### src/rtl/scan_decoder_fifo_pkg.sv
// scan_pkg: shared types and helpers for the PS/2 set-2 digit decoder.
//   scan_state_e : prefix-tracking FSM states
//   SC_BREAK/SC_EXT : release and extended prefix bytes
//   decode_scan() : byte -> {hit, value[3:0]} for top-row, keypad and hex keys
package scan_pkg;

  typedef enum logic [1:0] {
    IDLE    = 2'd0,
    EXT     = 2'd1,
    BRK     = 2'd2,
    EXT_BRK = 2'd3
  } scan_state_e;

  localparam logic [7:0] SC_BREAK = 8'hF0;
  localparam logic [7:0] SC_EXT   = 8'hE0;

  // Keypad and hex entries report a hit only when their class is enabled;
  // the value field is meaningless without a hit.
  function automatic logic [4:0] decode_scan(input logic [7:0] sc,
                                             input logic       keypad_en,
                                             input logic       hex_mode);
    logic [4:0] res;
    res = 5'd0;
    case (sc)
      8'h45: res = {1'b1, 4'd0};
      8'h16: res = {1'b1, 4'd1};
      8'h1E: res = {1'b1, 4'd2};
      8'h26: res = {1'b1, 4'd3};
      8'h25: res = {1'b1, 4'd4};
      8'h2E: res = {1'b1, 4'd5};
      8'h36: res = {1'b1, 4'd6};
      8'h3D: res = {1'b1, 4'd7};
      8'h3E: res = {1'b1, 4'd8};
      8'h46: res = {1'b1, 4'd9};
      8'h70: res = {keypad_en, 4'd0};
      8'h69: res = {keypad_en, 4'd1};
      8'h72: res = {keypad_en, 4'd2};
      8'h7A: res = {keypad_en, 4'd3};
      8'h6B: res = {keypad_en, 4'd4};
      8'h73: res = {keypad_en, 4'd5};
      8'h74: res = {keypad_en, 4'd6};
      8'h6C: res = {keypad_en, 4'd7};
      8'h75: res = {keypad_en, 4'd8};
      8'h7D: res = {keypad_en, 4'd9};
      8'h1C: res = {hex_mode, 4'hA};
      8'h32: res = {hex_mode, 4'hB};
      8'h21: res = {hex_mode, 4'hC};
      8'h23: res = {hex_mode, 4'hD};
      8'h24: res = {hex_mode, 4'hE};
      8'h2B: res = {hex_mode, 4'hF};
      default: res = 5'd0;
    endcase
    return res;
  endfunction

endpackage

### src/rtl/scan_decoder_fifo_if.sv
// scan_decoder_fifo_if: byte input strobe, control, and valid/ready digit
// output of the scan decoder.
//   master : drives code_valid, code, enable, flush, num_ready
//   slave  : drives num_valid, num, count, overflow
interface scan_decoder_fifo_if #(
  parameter int CNT_W = 4
);
  logic             code_valid;
  logic [7:0]       code;
  logic             enable;
  logic             flush;
  logic             num_valid;
  logic [3:0]       num;
  logic             num_ready;
  logic [CNT_W-1:0] count;
  logic             overflow;

  modport master (
    output code_valid, code, enable, flush, num_ready,
    input  num_valid, num, count, overflow
  );

  modport slave (
    input  code_valid, code, enable, flush, num_ready,
    output num_valid, num, count, overflow
  );
endinterface

### src/rtl/scan_decoder_fifo_sync_fifo.sv
// sync_fifo: show-ahead FIFO with a registered head.
//   push/din  : write when not full (or when popping in the same cycle)
//   pop       : ignored when empty
//   flush     : empties the FIFO; dout keeps its last value
//   dout      : registered head entry, valid while !empty
//   full/empty/count : occupancy
module sync_fifo #(
  parameter int WIDTH = 4,
  parameter int DEPTH = 8,
  parameter int CNT_W = $clog2(DEPTH + 1)
) (
  input  logic             clk,
  input  logic             rst,
  input  logic             push,
  input  logic             pop,
  input  logic             flush,
  input  logic [WIDTH-1:0] din,
  output logic [WIDTH-1:0] dout,
  output logic             full,
  output logic             empty,
  output logic [CNT_W-1:0] count
);
  localparam int ADDR_W = $clog2(DEPTH);

  logic [WIDTH-1:0]  mem [DEPTH];
  logic [ADDR_W-1:0] wr_ptr;
  logic [ADDR_W-1:0] rd_ptr;
  logic [ADDR_W-1:0] rd_nxt;
  logic [CNT_W-1:0]  cnt_q;
  logic [WIDTH-1:0]  head_q;
  logic              do_push;
  logic              do_pop;

  assign empty   = (cnt_q == '0);
  assign full    = (cnt_q == CNT_W'(DEPTH));
  assign do_pop  = pop && !empty && !flush;
  assign do_push = push && !flush && (!full || do_pop);
  assign rd_nxt  = rd_ptr + 1'b1;
  assign dout    = head_q;
  assign count   = cnt_q;

  always_ff @(posedge clk or posedge rst) begin
    if (rst) begin
      wr_ptr <= '0;
      rd_ptr <= '0;
      cnt_q  <= '0;
      head_q <= '0;
    end else if (flush) begin
      wr_ptr <= '0;
      rd_ptr <= '0;
      cnt_q  <= '0;
    end else begin
      if (do_push) wr_ptr <= wr_ptr + 1'b1;
      if (do_pop)  rd_ptr <= rd_nxt;
      case ({do_push, do_pop})
        2'b10:   cnt_q <= cnt_q + 1'b1;
        2'b01:   cnt_q <= cnt_q - 1'b1;
        default: cnt_q <= cnt_q;
      endcase
      // Head tracks the oldest entry: the next stored one after a pop, or
      // the incoming word when it lands in an empty (or emptying) FIFO.
      if (do_pop) begin
        if (cnt_q > CNT_W'(1)) head_q <= mem[rd_nxt];
        else if (do_push)      head_q <= din;
      end else if (empty && do_push) begin
        head_q <= din;
      end
    end
  end

  always_ff @(posedge clk) begin
    if (do_push) mem[wr_ptr] <= din;
  end

endmodule

### src/rtl/scan_decoder_fifo.sv
// scan_decoder_fifo: tracks PS/2 set-2 make/break/extended prefixes, decodes
// released digit keys and queues them in a DEPTH-entry show-ahead FIFO.
//   clk, rst : clock, asynchronous active-high reset
//   bus      : code_valid/code in, enable/flush control, num_valid/num/
//              num_ready output handshake, count and sticky overflow
//
// state   | meaning
// IDLE    | no prefix pending
// EXT     | E0 seen, waiting for extended byte
// BRK     | F0 seen, next non-prefix byte is a released key (decoded)
// EXT_BRK | E0 F0 seen, next non-prefix byte is discarded
module scan_decoder_fifo
  import scan_pkg::*;
#(
  parameter int DEPTH     = 8,
  parameter int KEYPAD_EN = 1,
  parameter int HEX_MODE  = 0,
  parameter int CNT_W     = $clog2(DEPTH + 1)
) (
  input logic                clk,
  input logic                rst,
  scan_decoder_fifo_if.slave bus
);
  scan_state_e state;
  scan_state_e state_nxt;
  logic [4:0]  dec;
  logic        push;
  logic        pop;
  logic        fifo_full;
  logic        fifo_empty;
  logic        ovf_q;
  logic        is_prefix;

  assign is_prefix = (bus.code == SC_BREAK) || (bus.code == SC_EXT);
  assign pop       = !fifo_empty && bus.num_ready;

  always_ff @(posedge clk or posedge rst) begin
    if (rst)            state <= IDLE;
    else if (bus.flush) state <= IDLE;
    else                state <= state_nxt;
  end

  always_comb begin
    state_nxt = state;
    if (bus.code_valid) begin
      case (state)
        IDLE: begin
          if (bus.code == SC_EXT)        state_nxt = EXT;
          else if (bus.code == SC_BREAK) state_nxt = BRK;
          else                           state_nxt = IDLE;
        end
        EXT: begin
          if (bus.code == SC_BREAK)    state_nxt = EXT_BRK;
          else if (bus.code == SC_EXT) state_nxt = EXT;
          else                         state_nxt = IDLE;
        end
        BRK: begin
          if (bus.code == SC_BREAK)    state_nxt = BRK;
          else if (bus.code == SC_EXT) state_nxt = EXT;
          else                         state_nxt = IDLE;
        end
        EXT_BRK: begin
          if (is_prefix) state_nxt = EXT_BRK;
          else           state_nxt = IDLE;
        end
        default: state_nxt = IDLE;
      endcase
    end
  end

  always_comb begin
    dec  = decode_scan(bus.code, KEYPAD_EN != 0, HEX_MODE != 0);
    push = bus.code_valid && (state == BRK) && !is_prefix && dec[4] && bus.enable;
  end

  // A simultaneous pop makes room, so only a push against a full FIFO with
  // no pop is a drop.
  always_ff @(posedge clk or posedge rst) begin
    if (rst)                            ovf_q <= 1'b0;
    else if (bus.flush)                 ovf_q <= 1'b0;
    else if (push && fifo_full && !pop) ovf_q <= 1'b1;
  end

  sync_fifo #(
    .WIDTH (4),
    .DEPTH (DEPTH),
    .CNT_W (CNT_W)
  ) u_fifo (
    .clk   (clk),
    .rst   (rst),
    .push  (push),
    .pop   (pop),
    .flush (bus.flush),
    .din   (dec[3:0]),
    .dout  (bus.num),
    .full  (fifo_full),
    .empty (fifo_empty),
    .count (bus.count)
  );

  assign bus.num_valid = !fifo_empty;
  assign bus.overflow  = ovf_q;

endmodule

### src/flat_wrapper.sv
// flat-port wrapper written by rule: the top's interface ports become plain ports
module scan_decoder_fifo_flat import scan_pkg::*;
#(
  parameter int DEPTH     = 8,
  parameter int KEYPAD_EN = 1,
  parameter int HEX_MODE  = 0,
  parameter int CNT_W     = $clog2(DEPTH + 1)
)
  (clk, rst, bus_code_valid, bus_code, bus_enable, bus_flush, bus_num_ready, bus_num_valid, bus_num, bus_count, bus_overflow);
  scan_decoder_fifo_if #(.CNT_W(CNT_W)) bus_i ();
  input logic clk;
  input logic rst;
  input wire logic [$bits(bus_i.code_valid)-1:0] bus_code_valid;
  input wire logic [$bits(bus_i.code)-1:0] bus_code;
  input wire logic [$bits(bus_i.enable)-1:0] bus_enable;
  input wire logic [$bits(bus_i.flush)-1:0] bus_flush;
  input wire logic [$bits(bus_i.num_ready)-1:0] bus_num_ready;
  output wire logic [$bits(bus_i.num_valid)-1:0] bus_num_valid;
  output wire logic [$bits(bus_i.num)-1:0] bus_num;
  output wire logic [$bits(bus_i.count)-1:0] bus_count;
  output wire logic [$bits(bus_i.overflow)-1:0] bus_overflow;
  assign bus_i.code_valid = bus_code_valid;
  assign bus_i.code = bus_code;
  assign bus_i.enable = bus_enable;
  assign bus_i.flush = bus_flush;
  assign bus_i.num_ready = bus_num_ready;
  assign bus_num_valid = bus_i.num_valid;
  assign bus_num = bus_i.num;
  assign bus_count = bus_i.count;
  assign bus_overflow = bus_i.overflow;
  scan_decoder_fifo #(.DEPTH(DEPTH), .KEYPAD_EN(KEYPAD_EN), .HEX_MODE(HEX_MODE), .CNT_W(CNT_W)) u_core (.clk(clk), .rst(rst), .bus(bus_i));
endmodule
### config.mk
export PLATFORM = sky130hd
export DESIGN_NAME = scan_decoder_fifo_flat
export DESIGN_NICKNAME = d
export VERILOG_FILES = /design/src/rtl/scan_decoder_fifo_pkg.sv /design/src/rtl/scan_decoder_fifo_if.sv /design/src/rtl/scan_decoder_fifo_sync_fifo.sv /design/src/rtl/scan_decoder_fifo.sv /design/src/flat_wrapper.sv
export SDC_FILE = /design/constraint.sdc
export NUM_CORES = 1
export LEC_CHECK = 0
export CORE_MARGIN = 3
export CORE_UTILIZATION = 40
export CTS_BUF_LIST = sky130_fd_sc_hd__clkbuf_4 sky130_fd_sc_hd__clkbuf_8
export DETAILED_ROUTE_END_ITERATION = 10
export PLACE_DENSITY = 0.6
export SYNTH_ARGS = -nofsm -noshare
export SYNTH_HDL_FRONTEND = slang
export SYNTH_SLANG_ARGS = --single-unit
### constraint.sdc
create_clock -name clk -period 2.7 [get_ports clk]
set_clock_uncertainty 0.2 [all_clocks]
set_input_delay 0.54 -clock clk [delete_from_list [all_inputs] [get_ports clk]]
set_output_delay 0.54 -clock clk [all_outputs]
set_load 0.01 [all_outputs]
==> qor.yml, run 1 <==
clocking:
  cts_tree: "yes"
  clk_pin_slew_ns: 0.09
  clock-root-buffer: "clkbuf_8"
  cts_buffers: 5
  insertion_delay_ns: 0.30
  cts.sinks: 49
  ctsHoldBuffers: 0
  cts_setup_buffers: 0
  cts.path.max_buffers: 2
  cts_htree_levels: 2
final_layout:
  multiInputGateArea_um2: 1460
  fin_util_pct: 55.7
  synthToLayoutAreaGrowth_pct: 34.7
  antenna_cells: 0
  final_cell_mix: "59 x buf_4, 32 x edfxtp_1, 25 x nand2_1"
  mostFrequentLayoutCell: "buf_4"
  regArea_um2: 1390
  nets: 354
  drive_gt1_share_pct: 30.5
  fin_area_um2: 3800
  fillers: 593
yosys:
  syn_inst: 250
  ys_types: 56
  synth_edf_count: 32
  synth-xor-area-share_pct: 2.17
  yosysSeqAreaShare_pct: 49.1
  yosysWarnings: 0
  synth_top_family_by_area: "simple AND/OR/NAND/NOR gates"
  synthesis.nets: 274
  synth-main-ff-cell: "edfxtp_1"
  synthAdderAreaFrac_pct: 4.43
  avgSynthCellArea_um2: 11.3
  synth_mux_area_share_pct: 9.26
  syn_area_um2: 2830
  ys_ff_latch: 49
  synth_compound_area_share_pct: 14.7
  yosys.area_share.simple_pct: 16.6
  async_flop_share_pct: 34.7
timing:
  drv_slew: 0
  worst_hold_slack_ns: 0.318
  worstMarginPinSlew_ns: 0.672
  setup_viol: 0
  fin_crit_sh_pct: 96.1
  fin_ws_ns: 0.104
  finalHoldViolCount: 0
  maxSlewHeadroom_pct: 55.1
  min_period_ns: 2.60
  fmax_ghz: 0.385
floorplanning:
  die-width_um: 90.0
  rows: 30
  coreArea_um2: 6830
  start_util_pct: 41.4
  pin_count: 24
  design.die.area_um2: 8110
  chipHeight_um: 90.0
placement:
  hpwl_um: 5090
  gp_congestion: 0.900
  post_dp_cell_area_um2: 3630
  dp_slack_ns: -0.562
  portBuffers: 23
run:
  maxCapViolations: 0
critical_path:
  reg2reg_depth: 7
  cp.arrival_ns: 2.38
  path_max_fanout: 4
  crit_type: "input pin to flop"
  endpoint_kind: "flop"
  r2r_start: "u_core.u_fifo.count[0]$_DFFE_PP0P_"
  r2r-end: "u_core.u_fifo.mem[3][2]$_DFFE_PP_"
  rrSetupSlack_ns: 0.34
  critPathLaunchType: "input pin"
  crit_required_ns: 2.48
power:
  seq_power_share_pct: 39.6
  comb_power_share_pct: 41.6
  swShare_pct: 32.8
  switchingPower_uw: 753
  max-vdd-ir-drop_uv: 241
  power.leakage_nw: 1.44
  powerDensity_nw_per_um2: 603
  total_power_mw: 2.29
  intPower_mw: 1.54
  p_clk_share_pct: 18.8
min_path:
  hold_depth: 2
  min_from: "u_core.bus.overflow$_DFFE_PP0P_"
  hp-class: "flop to flop"
  hold_end: "u_core.bus.overflow$_DFFE_PP0P_"
grt:
  grt_pass1_wl_um: 10700
  antenna_found_initial: 0
  grt_pass1_vias: 2152
  grt_max_degree: 18
  track_usage_pct: 16.4
  grt_overflow: 0
detailed_routing:
  drtIter0Drc: 128
  wl_per_cell_um: 15.3
  drt_wl_total_um: 6520
  viasPerCell: 5.40
  drt_pre_antenna_iters: 4
  vias: 2304
  drc: 0
  ant_nets: 0
status:
  status: "finished, final reports clean"
==> routing by layer <==
layer | share of wire (%) | up-vias | global-route usage, %
met5 | 0 | - | 0
met4 | 1.8 | 0 | 5.23
met3 | 3.9 | 9 | 2.68
met2 | 50 | 69 | 27.9
met1 | 44 | 1110 | 21.3
li1 | - | 1116 | -
==> cell families (layout without fill, tap and decap cells) <==
group,after synthesis,after routing
fa+ha+maj,10,10
simple gates,87,87
mux,16,16
xor+xnor,7,7
compound gates,56,56
buf+inv,25,106
flops,49,49
==> synth_stat cells, types with 4 or more instances <==
cell type	count	area, µm²
xnor2_1	5	43.8
a21oi_1	10	50.1
nor3_1	11	55.1
nand2b_1	7	43.8
dfrtp_1	17	425
edfxtp_1	32	961
nor2_1	13	48.8
ha_1	10	125
mux2i_1	7	70.1
o21ai_0	12	60.1
nor3b_1	4	30.0
inv_1	14	52.6
a31oi_1	5	31.3
nand2_1	26	97.6
nor4_1	4	25.0
clkbuf_1	5	18.8
mux4_2	8	180
==> layout make-up <==
type                            instances  area share [%]
Clock buffer                            5            1.81
Sequential cell                        49            36.4
Clock inverter                          3           0.559
Inverter                               14            1.38
Timing Repair Buffer                   84            18.4
Multi-Input combinational cell        176            38.2
Tap cell                               96            3.16
==> flip-flops by register name, summed over array words and instances (netlist names) <==
signal and flops:
u_core.u_fifo.mem 32, u_core.u_fifo.count 4, u_core.u_fifo.dout 4, u_core.u_fifo.rd_ptr 3
u_core.u_fifo.wr_ptr 3, u_core.state 2, u_core.bus.overflow 1
==> power groups by stage <==
stage,combinational (mW),sequential [mW],clock [mW]
global placement,0.954,0.924,0
detailed placement,0.967,0.926,0
floorplan,0.544,0.952,0
finish,0.954,0.909,0.431
global route,1.04,0.923,0.476
CTS,0.962,0.910,0.449
==> repair_timing <==
| action | in CTS | in global routing |
|---|---|---|
| resized for setup | 18 | 4 |
| setup endpoints to repair | 40 | 18 |
| pin swaps | 7 | 3 |
==> metrics by stage <==
stage                     setup TNS [ns]  instances
after global placement            -22.18        419
after detailed placement          -23.46        419
final                                  0        427
after CTS                              0        427
after floorplan                   -0.526        250
after global routing             -0.0138        427
==> worst max path at each step <==
stage               slack (ns)      startpoint                                end
floorplan                -0.05     bus_code[1]  u_core.u_fifo.mem[4][0]$_DFFE_PP_
finish                    0.10  bus_code_valid  u_core.u_fifo.mem[3][2]$_DFFE_PP_
CTS                       0.02  bus_code_valid  u_core.u_fifo.mem[3][2]$_DFFE_PP_
detailed placement       -0.56     bus_code[1]  u_core.u_fifo.mem[6][0]$_DFFE_PP_
global route            -0.006  bus_code_valid  u_core.u_fifo.mem[3][1]$_DFFE_PP_
global placement         -0.52     bus_code[1]  u_core.u_fifo.mem[6][0]$_DFFE_PP_
==> worst max-delay path: stages <==
cell             delay [ns]
clkdlybuf4s50_1        0.49
nor4bb_2               0.29
o211ai_1               0.16
a31o_2                 0.28
nor3_4                 0.23
nand2_4                0.11
nor3b_4                0.29
No activity file was read; power rests on OpenSTA's default activity.
==> run 2, diff against run 1 <==
--- a/config.mk
+++ b/config.mk
@@ -12,4 +12,5 @@
 export PLACE_DENSITY = 0.6
 export SYNTH_ARGS = -nofsm -noshare
 export SYNTH_HDL_FRONTEND = slang
+export SYNTH_HIERARCHICAL = 1
 export SYNTH_SLANG_ARGS = --single-unit
==> run 2 against run 1 <==
Net effect:
- final cell count is 1.6% higher
- the flow now finishes with violations (setup timing)
- synthesized area is 5.0% higher
- clock-buffer cell count stayed put
- critical path type unchanged
- critical path depth is 6 higher
- largest power group is now registers
- cell area is 4.7% higher
- via count is 1.2% lower
==> qor.yml, run 2 <==
final_layout:
  nets: 362  # was 354
  largest_reg_flops: 32  # unchanged
  fin_area_um2: 3980  # was 3800 µm²
  antenna_cells: 0  # unchanged
  fin_util_pct: 57.1  # was 55.7%
  synthToLayoutAreaGrowth_pct: 34.2  # was 34.7%
  final_cell_mix: "59 x buf_4, 32 x edfxtp_1, 17 x nand2_1, 17 x dfrtp_1, 16 x clkdlybuf4s50_1"  # was 59 x buf_4, 32 x edfxtp_1, 25 x nand2_1
  layoutNonFillerInstCount: 434  # was 427
  drive_gt1_share_pct: 38.8  # was 30.5%
  fillers: 634  # was 593
  top_register: "u_core/u_fifo/mem"  # was u_core.u_fifo.mem
  mostFrequentLayoutCell: "buf_4"  # unchanged
detailed_routing:
  vias: 2277  # was 2304
  drt_pre_antenna_iters: 4  # unchanged
  viasPerCell: 5.25  # was 5.40
  ant_nets: 0  # unchanged
  wl_per_cell_um: 15.5  # was 15.3 µm
  drtIter0Drc: 96  # was 128
  drc: 0  # unchanged
  drt_wl_total_um: 6730  # was 6520 µm
timing:
  setup_tns_ns: -0.0118  # was 0 ns
  fin_ws_ns: -0.00993  # was 0.104 ns
  maxSlewHeadroom_pct: 59.4  # was 55.1%
  worstMarginPinSlew_ns: 0.609  # was 0.672 ns
  drv_slew: 0  # unchanged
  worst_hold_slack_ns: 0.229  # was 0.318 ns
  min_period_ns: 2.71  # was 2.60 ns
  setup_viol: 2  # was 0
  fmax_ghz: 0.369  # was 0.385 GHz
  finalHoldViolCount: 0  # unchanged
  fin_crit_sh_pct: 100  # was 96.1%
  rsz0062_at_grt: "true"
yosys:
  synthesis.nets: 288  # was 274
  syn_area_um2: 2970  # was 2830 µm²
  yosysWarnings: 6  # was 0
  synth_top_cell_by_area: "edfxtp_1"  # unchanged
  ys_types: 59  # was 56
  yosysSeqAreaShare_pct: 46.7  # was 49.1%
  synth_top_cells_by_count: "32 x edfxtp_1, 19 x nand2_1, 18 x nor2_1, 17 x dfrtp_1, 15 x inv_1"  # was 32 x edfxtp_1, 26 x nand2_1, 17 x dfrtp_1, 14 x inv_1, 13 x nor2_1
  synth-main-ff-cell: "edfxtp_1"  # unchanged
  synth_area_leaders: "edfxtp_1 32%, dfrtp_1 14%, mux4_2 6.1%"  # was edfxtp_1 34%, dfrtp_1 15%, mux4_2 6.4%
  synth_top_area_share_pct: 32.4  # was 34.0%
  async_flop_share_pct: 34.7  # unchanged
  synth.most_common_cell: "edfxtp_1"  # unchanged
  avgSynthCellArea_um2: 11.3  # about the same
  ys_ff_latch: 49  # unchanged
  synth_edf_count: 32  # unchanged
  syn_inst: 263  # was 250
grt:
  grt_pass1_wl_um: 11400  # was 10700 µm
  track_usage_pct: 16.9  # was 16.4%
  grt_pass1_vias: 2250  # was 2152
  antenna_found_initial: 0  # unchanged
  grt_max_degree: 18  # unchanged
  grt_overflow: 0  # unchanged
critical_path:
  crit_required_ns: 2.67  # was 2.48 ns
  crit_buf_inv: 3  # was 1
  critical_path.top_delay_family: "simple AND/OR/NAND/NOR gates"  # unchanged
  cp.arrival_ns: 2.68  # was 2.38 ns
  slowest_stage: "or3_4"  # was clkdlybuf4s50_1
  path_max_fanout: 6  # was 4
  critPathLaunchType: "input pin"  # unchanged
  crit_path_max_incr_delay_ns: 0.37  # was 0.49 ns
  cp_cell_sequence: "buf_12, inv_8, ha_4, mux2_4, mux2i_1, o2111a_1, nor3_2, buf_4, xor2_1, or3_4, a31oi_4, or3_1, a21oi_2"  # was clkdlybuf4s50_1, nor4bb_2, o211ai_1, a31o_2, nor3_4, nand2_4, nor3b_4
  endpoint_kind: "flop"  # unchanged
  crit_type: "input pin to flop"  # unchanged
min_path:
  hp-class: "input pin to asynchronous set/reset pin"  # was flop to flop
power:
  swShare_pct: 28.6  # was 32.8%
  seq_power_share_pct: 47.4  # was 39.6%
  p_clk_share_pct: 24.6  # was 18.8%
  power.leakage_nw: 1.52  # was 1.44 nW
  comb_power_share_pct: 28.0  # was 41.6%
  total_power_mw: 1.82  # was 2.29 mW
  intPower_mw: 1.30  # was 1.54 mW
  max-vdd-ir-drop_uv: 247  # was 241 µV
  switchingPower_uw: 519  # was 753 µW
  powerDensity_nw_per_um2: 456  # was 603 nW/µm²
floorplanning:
  rows: 30  # unchanged
  design.die.area_um2: 8490  # was 8110 µm²
  coreArea_um2: 6980  # was 6830 µm²
  start_util_pct: 42.5  # was 41.4%
  pin_count: 24  # unchanged
  chipHeight_um: 92.1  # was 90.0 µm
  die-width_um: 92.1  # was 90.0 µm
placement:
  gp_congestion: 0.800  # was 0.900
  dp_cells: 422  # was 419
  post_dp_cell_area_um2: 3750  # was 3630 µm²
  hpwl_um: 4990  # was 5090 µm
  dp_slack_ns: -1.02  # was -0.562 ns
  portBuffers: 23  # unchanged
run:
  maxCapViolations: 0  # unchanged
clocking:
  insertion_delay_ns: 0.30  # about the same
  cts_htree_levels: 2  # unchanged
  cts.sinks: 49  # unchanged
  ctsHoldBuffers: 0  # unchanged
  cts.path.max_buffers: 2  # unchanged
  cts_tree: "yes"  # unchanged
  clock-root-buffer: "clkbuf_8"  # unchanged
  clk_pin_slew_ns: 0.09  # about the same
  cts_buffers: 5  # unchanged
status:
  status: "finished, violations left"  # was finished, final reports clean
  violations: "setup timing"
run 2: area by class of cell:
| type | instances | area [µm²] | area share, % |
|---|---|---|---|
| multi-input cells | 180 | 1580 | 39.7 |
| flip-flops and latches | 49 | 1390 | 34.8 |
| clock inverters | 3 | 26.3 | 0.660 |
| well taps | 96 | 120 | 3.02 |
| inverters | 16 | 86.3 | 2.17 |
| repair buffers | 85 | 714 | 17.9 |
| clock buffers | 5 | 68.8 | 1.73 |
run 2: power groups by stage:
stage,clock (mW),sequential (mW),combinational (mW)
floorplan,0,0.894,0.253
global placement,0,0.876,0.483
detailed placement,0,0.879,0.484
CTS,0.462,0.861,0.498
global route,0.499,0.869,0.557
finish,0.446,0.861,0.509
run 2: kinds of logic after synthesis:
kind of cell	synth area share [%]
AOI/OAI and AO/OA	12.8
xor gates and xnor gates	2.36
adders and majority gates	4.64
buffers and inverters	5.94
DFF	46.7
muxes	10.6
and+or+nand+nor	16.9
run 2: worst register-to-register path: stages, from the launching register on:
cell and delay (ns):
dfrtp_1 0.38, inv_2 0.06, ha_4 0.16, or3b_4 0.26, inv_4 0.04, nor2b_1 0.34
o21ai_4 0.11, or3_4 0.45, nor3_4 0.23
run 2: repair_timing:
item                                    CTS  global route
pin swaps                                15             4
gates cloned                              1             0
endpoints found under the setup margin   52            40
gates resized for setup                  38            19
buffers inserted                          2             3
run 2: path summary, 6_finish.rpt:
path | startpoint | to | slack, ns | cells after the start
worst max-delay path | bus_code[0] | u_core/u_fifo/count[2]$_DFFE_PP0P_ | -0.01 | 13
worst min-delay path | rst | u_core/bus.overflow$_DFFE_PP0P_ | 0.23 | 2
worst max register to register | u_core/u_fifo/count[0]$_DFFE_PP0P_ | u_core/u_fifo/mem[0][2]$_DFFE_PP_ | 0.17 | 8
worst min register to register | u_core/u_fifo/dout[3]$_DFFE_PP0P_ | u_core/u_fifo/dout[3]$_DFFE_PP0P_ | 0.30 | 2
max in group asynchronous | rst | u_core/u_fifo/rd_ptr[2]$_DFFE_PP0P_ | 1.47 | 2
min in group clk | u_core/u_fifo/dout[3]$_DFFE_PP0P_ | u_core/u_fifo/dout[3]$_DFFE_PP0P_ | 0.30 | 2
run 2: layer usage:
layer | routed length, µm | GRT usage, % | share of wire, %
met5 | 0 | 0 | 0
met2 | 3360 | 28.0 | 50
met1 | 3180 | 23.7 | 47
met3 | 168 | 3.20 | 2.5
met4 | 22 | 1.86 | 0.33
